===== src/rtl/if_id_buffer.sv =====
`default_nettype none
// ============================================================================
// Module   : if_id_buffer
// Purpose  : Fetch-to-decode instruction buffer. A small circular FIFO of
//            {pc, inst, adef} entries with a valid/allowin handshake on each
//            side, a priority flush, and ADEF tagging of misaligned PCs.
// Revision : 1.0 - initial release
// ============================================================================
module if_id_buffer #(
   parameter int DEPTH = 2
) (
   input  logic                       clk,
   input  logic                       reset,
   input  logic                       fs_valid,
   input  logic [31:0]                fs_pc,
   input  logic [31:0]                fs_inst,
   output logic                       fs_allowin,
   input  logic                       flush,
   input  logic                       ds_allowin,
   output logic                       ds_valid,
   output logic [31:0]                ds_pc,
   output logic [31:0]                ds_inst,
   output logic                       ds_adef,
   output logic [$clog2(DEPTH):0]     count
);

   localparam int c_PTR_W = $clog2(DEPTH);
   localparam int c_CNT_W = c_PTR_W + 1;

   // Entry storage; pointers wrap naturally because DEPTH is a power of two.
   logic [31:0]        r_pc_mem   [DEPTH];
   logic [31:0]        r_inst_mem [DEPTH];
   logic               r_adef_mem [DEPTH];
   logic [c_PTR_W-1:0] r_rd_ptr;
   logic [c_PTR_W-1:0] r_wr_ptr;
   logic [c_CNT_W-1:0] r_count;

   logic               w_push;
   logic               w_pop;
   logic               w_full;
   logic               w_empty;

   // Status flags decode registered occupancy only, so neither handshake
   // output has a combinational path from flush or ds_allowin.
   assign w_full     = (r_count == c_CNT_W'(DEPTH));
   assign w_empty    = (r_count == '0);
   assign fs_allowin = ~w_full;
   assign ds_valid   = ~w_empty;
   assign count      = r_count;

   // Flush cancels both sides of the handshake in the same cycle.
   assign w_push = fs_valid & fs_allowin & ~flush;
   assign w_pop  = ds_valid & ds_allowin & ~flush;

   // Head entry is presented directly from storage (no bypass path).
   assign ds_pc   = r_pc_mem[r_rd_ptr];
   assign ds_inst = r_inst_mem[r_rd_ptr];
   assign ds_adef = r_adef_mem[r_rd_ptr];

   // Pointer, occupancy and storage update; flush outranks push and pop.
   always_ff @(posedge clk or posedge reset) begin
      if (reset) begin
         r_rd_ptr <= '0;
         r_wr_ptr <= '0;
         r_count  <= '0;
         for (int i = 0; i < DEPTH; i++) begin
            r_pc_mem[i]   <= '0;
            r_inst_mem[i] <= '0;
            r_adef_mem[i] <= 1'b0;
         end
      end else if (flush) begin
         r_rd_ptr <= '0;
         r_wr_ptr <= '0;
         r_count  <= '0;
      end else begin
         if (w_push) begin
            r_pc_mem[r_wr_ptr]   <= fs_pc;
            r_inst_mem[r_wr_ptr] <= fs_inst;
            r_adef_mem[r_wr_ptr] <= (fs_pc[1:0] != 2'b00);
            r_wr_ptr             <= r_wr_ptr + c_PTR_W'(1);
         end
         if (w_pop) begin
            r_rd_ptr <= r_rd_ptr + c_PTR_W'(1);
         end
         r_count <= r_count + c_CNT_W'(w_push) - c_CNT_W'(w_pop);
      end
   end

endmodule
`default_nettype wire


===== config.mk =====
export PLATFORM = sky130hd
export DESIGN_NAME = if_id_buffer
export DESIGN_NICKNAME = d
export VERILOG_FILES = /design/src/rtl/if_id_buffer.sv
export SDC_FILE = /design/constraint.sdc
export NUM_CORES = 1
export LEC_CHECK = 0
export BUFFER_PORTS_ARGS = -buffer_cell sky130_fd_sc_hd__buf_2
export CELL_PAD_IN_SITES_DETAIL_PLACEMENT = 1
export CELL_PAD_IN_SITES_GLOBAL_PLACEMENT = 1
export CORE_MARGIN = 4
export CORE_UTILIZATION = 47
export CTS_CLUSTER_DIAMETER = 60
export CTS_CLUSTER_SIZE = 20
export DETAILED_ROUTE_END_ITERATION = 12
export HOLD_SLACK_MARGIN = 0.15
export PLACE_DENSITY = 0.86
export SYNTH_ARGS = -nofsm -noshare
export SYNTH_HDL_FRONTEND = slang
export SYNTH_SLANG_ARGS = --single-unit

===== constraint.sdc =====
create_clock -name clk -period 7.2 [get_ports clk]
set_input_delay 1.08 -clock clk [delete_from_list [all_inputs] [get_ports clk]]
set_output_delay 1.08 -clock clk [all_outputs]
set_load 0.005 [all_outputs]

Yosys cells after proc, flatten, opt, wreduce, memory -nomap -nowiden
Index checks and enable logic that the tools add are counted.
{ "totals": {"ff_bits": 134, "input_bits": 69, "out_inout_bits": 69, "word_cells": 53} }
{ "op_classes": {"addsub": 4, "magnitude_cmp": 3, "eq_ne": 1, "n_mux": 21, "bitwise": 9, "reduce_logical": 6} }
{ "op_table": {"columns": ["operator", "count"], "rows": [
  ["2-to-1 mux 32 bit", 7],
  ["bitwise mux 64 bit", 2],
  ["demux 32 bit (select 1 bit)", 1],
  ["2-to-1 mux 1 bit", 8],
  ["nonzero test 2 bit", 3],
  ["bitwise AND 1 bit", 4],
  [">= comparator 2 bit, second input constant", 2],
  ["inverter 1 -> 2 bit", 2],
  ["inverter 1 bit", 3],
  ["adder 1 bit, second input constant", 2],
  ["adder 2 x 1 -> 2 bit", 1],
  ["bitwise mux 2 bit", 1],
  ["== test 2 bit, second input constant", 1],
  ["logical NOT 2 bit", 1],
  ["< comparator 2 x 1 -> 1 bit, second input constant", 1],
  ["2-to-1 mux 2 bit", 1],
  ["AND reduction 2 bit", 1],
  ["subtractor 2 x 1 -> 2 bit", 1],
  ["demux 1 bit (select 1 bit)", 1],
  ["logical AND 1 bit", 1]
]} }

Longest topological paths before layout
{ "depth": {"word_depth": 7, "mapped_depth": 8, "mapped_depth_nobuf": 8} }

Worst setup path after synthesis
No wires, ideal clock.
{ "synth_path": {"kind": "input port to flip-flop", "startpoint": "input port fs_valid", "endpoint": "register r_count[1] (netlist: count[1])", "setup_ns": 0.086, "arrival_ns": 2.306, "t_required_ns": 7.114, "path_slack_ns": 4.808, "stages": 8, "path_buffers": 0, "path_cell_list": "inv_2 -> or3_1 -> ha_1 -> inv_1 -> ha_1 -> xor2_1 -> and2_1 -> nor3_1"} }
{ "synth_via": {"elab_chain_len": 5} }
{ "synth_lines": {"columns": ["item", "line_no", "rtl"], "rows": [
  ["start: declaration", "14", "input logic fs_valid,"],
  ["bitwise AND 1 bit (2 in a row)", "52", "assign w_push = fs_valid & fs_allowin & ~flush;"],
  ["adder 2 x 1 -> 2 bit", "85", "r_count <= r_count + c_CNT_W'(w_push) - c_CNT_W'(w_pop);"],
  ["subtractor 2 x 1 -> 2 bit", "85", null],
  ["2-to-1 mux 2 bit", "71", "end else if (flush) begin"],
  ["end signal: assignment", "85", null],
  ["end: declaration", "36", "logic [c_CNT_W-1:0] r_count;"]
]} }
No other way between the ends.
A chain may end at the register's enable or synchronous reset.

Worst setup path in the final report
{ "layout_path": {"startpoint": "register r_rd_ptr", "endpoint": "output port ds_pc[26]"} }
{ "layout_via": {"elab_chain_len": 4} }
{ "layout_lines": {"columns": ["item", "line_no", "rtl"], "rows": [
  ["start: declaration", "34", "logic [c_PTR_W-1:0] r_rd_ptr;"],
  ["start signal: assignment", "83", "r_rd_ptr <= r_rd_ptr + c_PTR_W'(1);"],
  ["inverter 1 -> 2 bit (not written as such)", "56", "assign ds_pc = r_pc_mem[r_rd_ptr];"],
  ["2-to-1 mux 32 bit (not written as such) (3 in a row)", "56", null],
  ["end: declaration", "21", "output logic [31:0] ds_pc,"]
]} }
No other way between the ends. The select of a mux whose other input is x is not followed.

==> reports/results.tsv <==
stage	metric	value	unit
critical_path	Crit Path Class	reg -> out	
routing	vias per cell	5.08	
final_layout	Sequential Area	3350	µm²
pwr	Total Power	2.58	mW
clocking	CTS root buf	clkbuf_16	
synth	Mapped Area	5880	µm²
final_layout	fillers	1247	
clocking	CTS Buffer Depth	2	
critical_path	WP data required	6.12	ns
global_routing	global-route wire length before repair	21500	µm
synth	synthesis-stage register bit count	134	
synth	sequential area share after synthesis	57.1	%
global_routing	initial antenna violation count	2	
final_layout	layout cells sized above 1	58.3	%
clocking	htree depth	4	
synth	Post-synth EDFFs	0	
pwr	Pwr Density	358	nW/µm²
critical_path	critical path, cell by cell	buf_4 > mux2_2 > buf_2	
final_layout	Layout Nets	586	
routing	drt first pass iters	4	
timing	Final Hold Vio Count	0	
critical_path	Critical Path Start Type	flip-flop	
job	Max-Cap Viols	0	
floorplan	core area	12100	µm²
routing	DRT antenna net count	0	
timing	period utilization	45.4	%
synth	post-synth top area share	57.1	%
critical_path	Setup crit end kind	output port	
floorplan	initial core utilization	48.5	%
clocking	CTS Hold Bufs	0	
pwr	VDD IR max	0.232	mV
synth	synth warn	0	
clocking	clock-pin transition on the worst setup and hold timing paths	0.05	ns
timing	RSZ-0062 raised after global routing	no	
clocking	clock sink count	134	
critical_path	Arr. time, crit path	2.19	ns
floorplan	row count	40	
critical_path	CP max FO	55	
floorplan	Die X-Extent	120	µm
placed_design	final RePlAce weighted congestion	0.754	
final_layout	Synth-to-Final Area Change	22.5	%
timing	Pins Over Slew Limit	0	
routing	DRC errors left	0	
routing	DR vias	3537	
worst_hold_path	path category of the worst min-delay check	reg -> reg	
global_routing	GRT Total Usage	19.3	%
clocking	worst skew pair latency	0.41	ns
final_layout	area occupied by multi-input gates	2350	µm²
synth	post-synthesis cell count	374	
synth	top post-synthesis cells by area	dfrtp_1, mux2_2, mux2_1, buf_6, buf_2	
timing	Final setup violation count	0	
placed_design	IO Port Bufs	137	
routing	DR WL/cell	18.8	µm
placed_design	post-DP HPWL	9110	µm
synth	post-synth cell types	22	
floorplan	DIE HEIGHT	120	µm
synth	Syn Area/Cell	15.7	µm²
global_routing	pin count of the biggest net entering global routing	82	
floorplan	total die area	14400	µm²
timing	Worst-Margin Slew	0.974	ns
clocking	CTS Buf Count	17	
pwr	Static Leak	3.30	nW
clocking	CTS tree	built	
critical_path	slowest CP cell	buf_4	
timing	f_max	0.306	GHz
synth	top-count cell post-synth	dfrtp_1	
clocking	post-CTS setup repair buffer count	0	
global_routing	grt total ovfl	0	
synth	synth cell count leaders	dfrtp_1, mux2_2, mux2_1	
timing	setup TNS	0	ns
routing	drt total wl	13100	µm
synth	Post-synth ARST share	100	%
timing	Fin Clk Skew	0.00453	ns
global_routing	vias in the first global route	4131	
synth	area leader, netlist	dfrtp_1	
floorplan	top-level port count	138	
critical_path	largest stage delay on the critical path	0.66	ns
final_layout	antenna cells	0	
clocking	post_cts resized	0	
routing	drt first-iter violations	114	
timing	slew margin rel.	35.1	%
synth	Post-synth top flop	dfrtp_1	
run_status	outcome	completed	
synth	syn_nets	445	
timing	crit path time final	3.27	ns
-- flip-flops by register name (all words and copies together) (netlist names) --
| register | flops |
|---|---|
| r_wr_ptr | 1 |
| r_rd_ptr | 1 |
| r_adef_mem | 2 |
| count | 2 |
| r_pc_mem | 64 |
| r_inst_mem | 64 |
-- cells by family after synthesis --
| group | Yosys count | share of synthesized area [%] |
|---|---|---|
| AOI/OAI and AO/OA | 3 | 0.255 |
| xor gates and xnor gates | 2 | 0.298 |
| adders and majority gates | 2 | 0.426 |
| and+or+nand+nor | 13 | 1.51 |
| buffers and inverters | 25 | 3.07 |
| DFF | 134 | 57.1 |
| muxes | 195 | 37.4 |
-- stage by stage --
| stage | std cells | setup slack [ns] | util (%) | area [µm²] | hold WS [ns] |
|---|---|---|---|---|---|
| 3_5_place_dp | 664 | 4.35 | 55.0 | 6660 | 0.471 |
| 6_report | 696 | 3.93 | 59.4 | 7200 | 0.481 |
| 5_1_grt | 696 | 3.80 | 59.4 | 7200 | 0.502 |
| 4_1_cts | 696 | 3.89 | 59.4 | 7200 | 0.487 |
| 2_1_floorplan | 374 | 2.54 | - | 5880 | 0.454 |
| 3_3_place_gp | 664 | 4.36 | 55.0 | 6660 | 0.463 |
-- where the power goes --
group	switching, mW	total, mW	leakage [nW]	internal [mW]
Sequential	0.139	1.15	1.59	1.01
Clock	0.290	0.774	0.265	0.484
Combinational	0.257	0.656	1.44	0.399
-- metal layers --
| metal | track usage [%] | up-vias | routed length (µm) | share of wire [%] |
|---|---|---|---|---|
| li1 | - | 1622 | - | - |
| met1 | 22.3 | 1792 | 5340 | 41 |
| met2 | 32.8 | 101 | 6650 | 51 |
| met3 | 7.59 | 18 | 882 | 6.7 |
| met4 | 6.44 | 4 | 172 | 1.3 |
| met5 | 0 | - | 34 | 0.26 |
-- worst max-delay path, delay by kind of cell (launching register included) --
family | cells | cell delay, ns
buffers and inverters | 2 | 0.79
DFF | 1 | 0.53
muxes | 1 | 0.43
-- worst paths after layout --
kind | slack (ns) | cells past startpoint | startpoint | endpoint
setup / recovery | 3.93 | 3 | r_rd_ptr | ds_pc[26]
hold / removal | 0.48 | 1 | r_pc_mem[57] | r_pc_mem[57]
setup reg to reg | 5.27 | 8 | count[1] | count[1]
hold reg to reg | 0.48 | 1 | r_pc_mem[57] | r_pc_mem[57]
max in group asynchronous | 5.00 | 3 | reset | r_rd_ptr
min in group asynchronous | 0.91 | 2 | reset | r_pc_mem[16]
-- cell usage in the layout (no fill, tap or decap), types with 3 or more instances in the layout --
master,count
nor2_1,3
buf_2,137
clkbuf_16,17
clkbuf_1,7
dfrtp_1,133
clkbuf_8,5
mux2_1,63
clkinv_2,3
buf_4,6
mux2_2,132
-- area by class of cell --
cell class	instances	area share (%)
clock buffer	29	7.23
clock inverter	3	0.209
inverter	4	0.243
multi-input combinational	215	32.7
sequential	134	46.6
tap	168	2.92
timing repair buffer	143	10.1
Note: power is estimated with default switching activity, not from simulation.
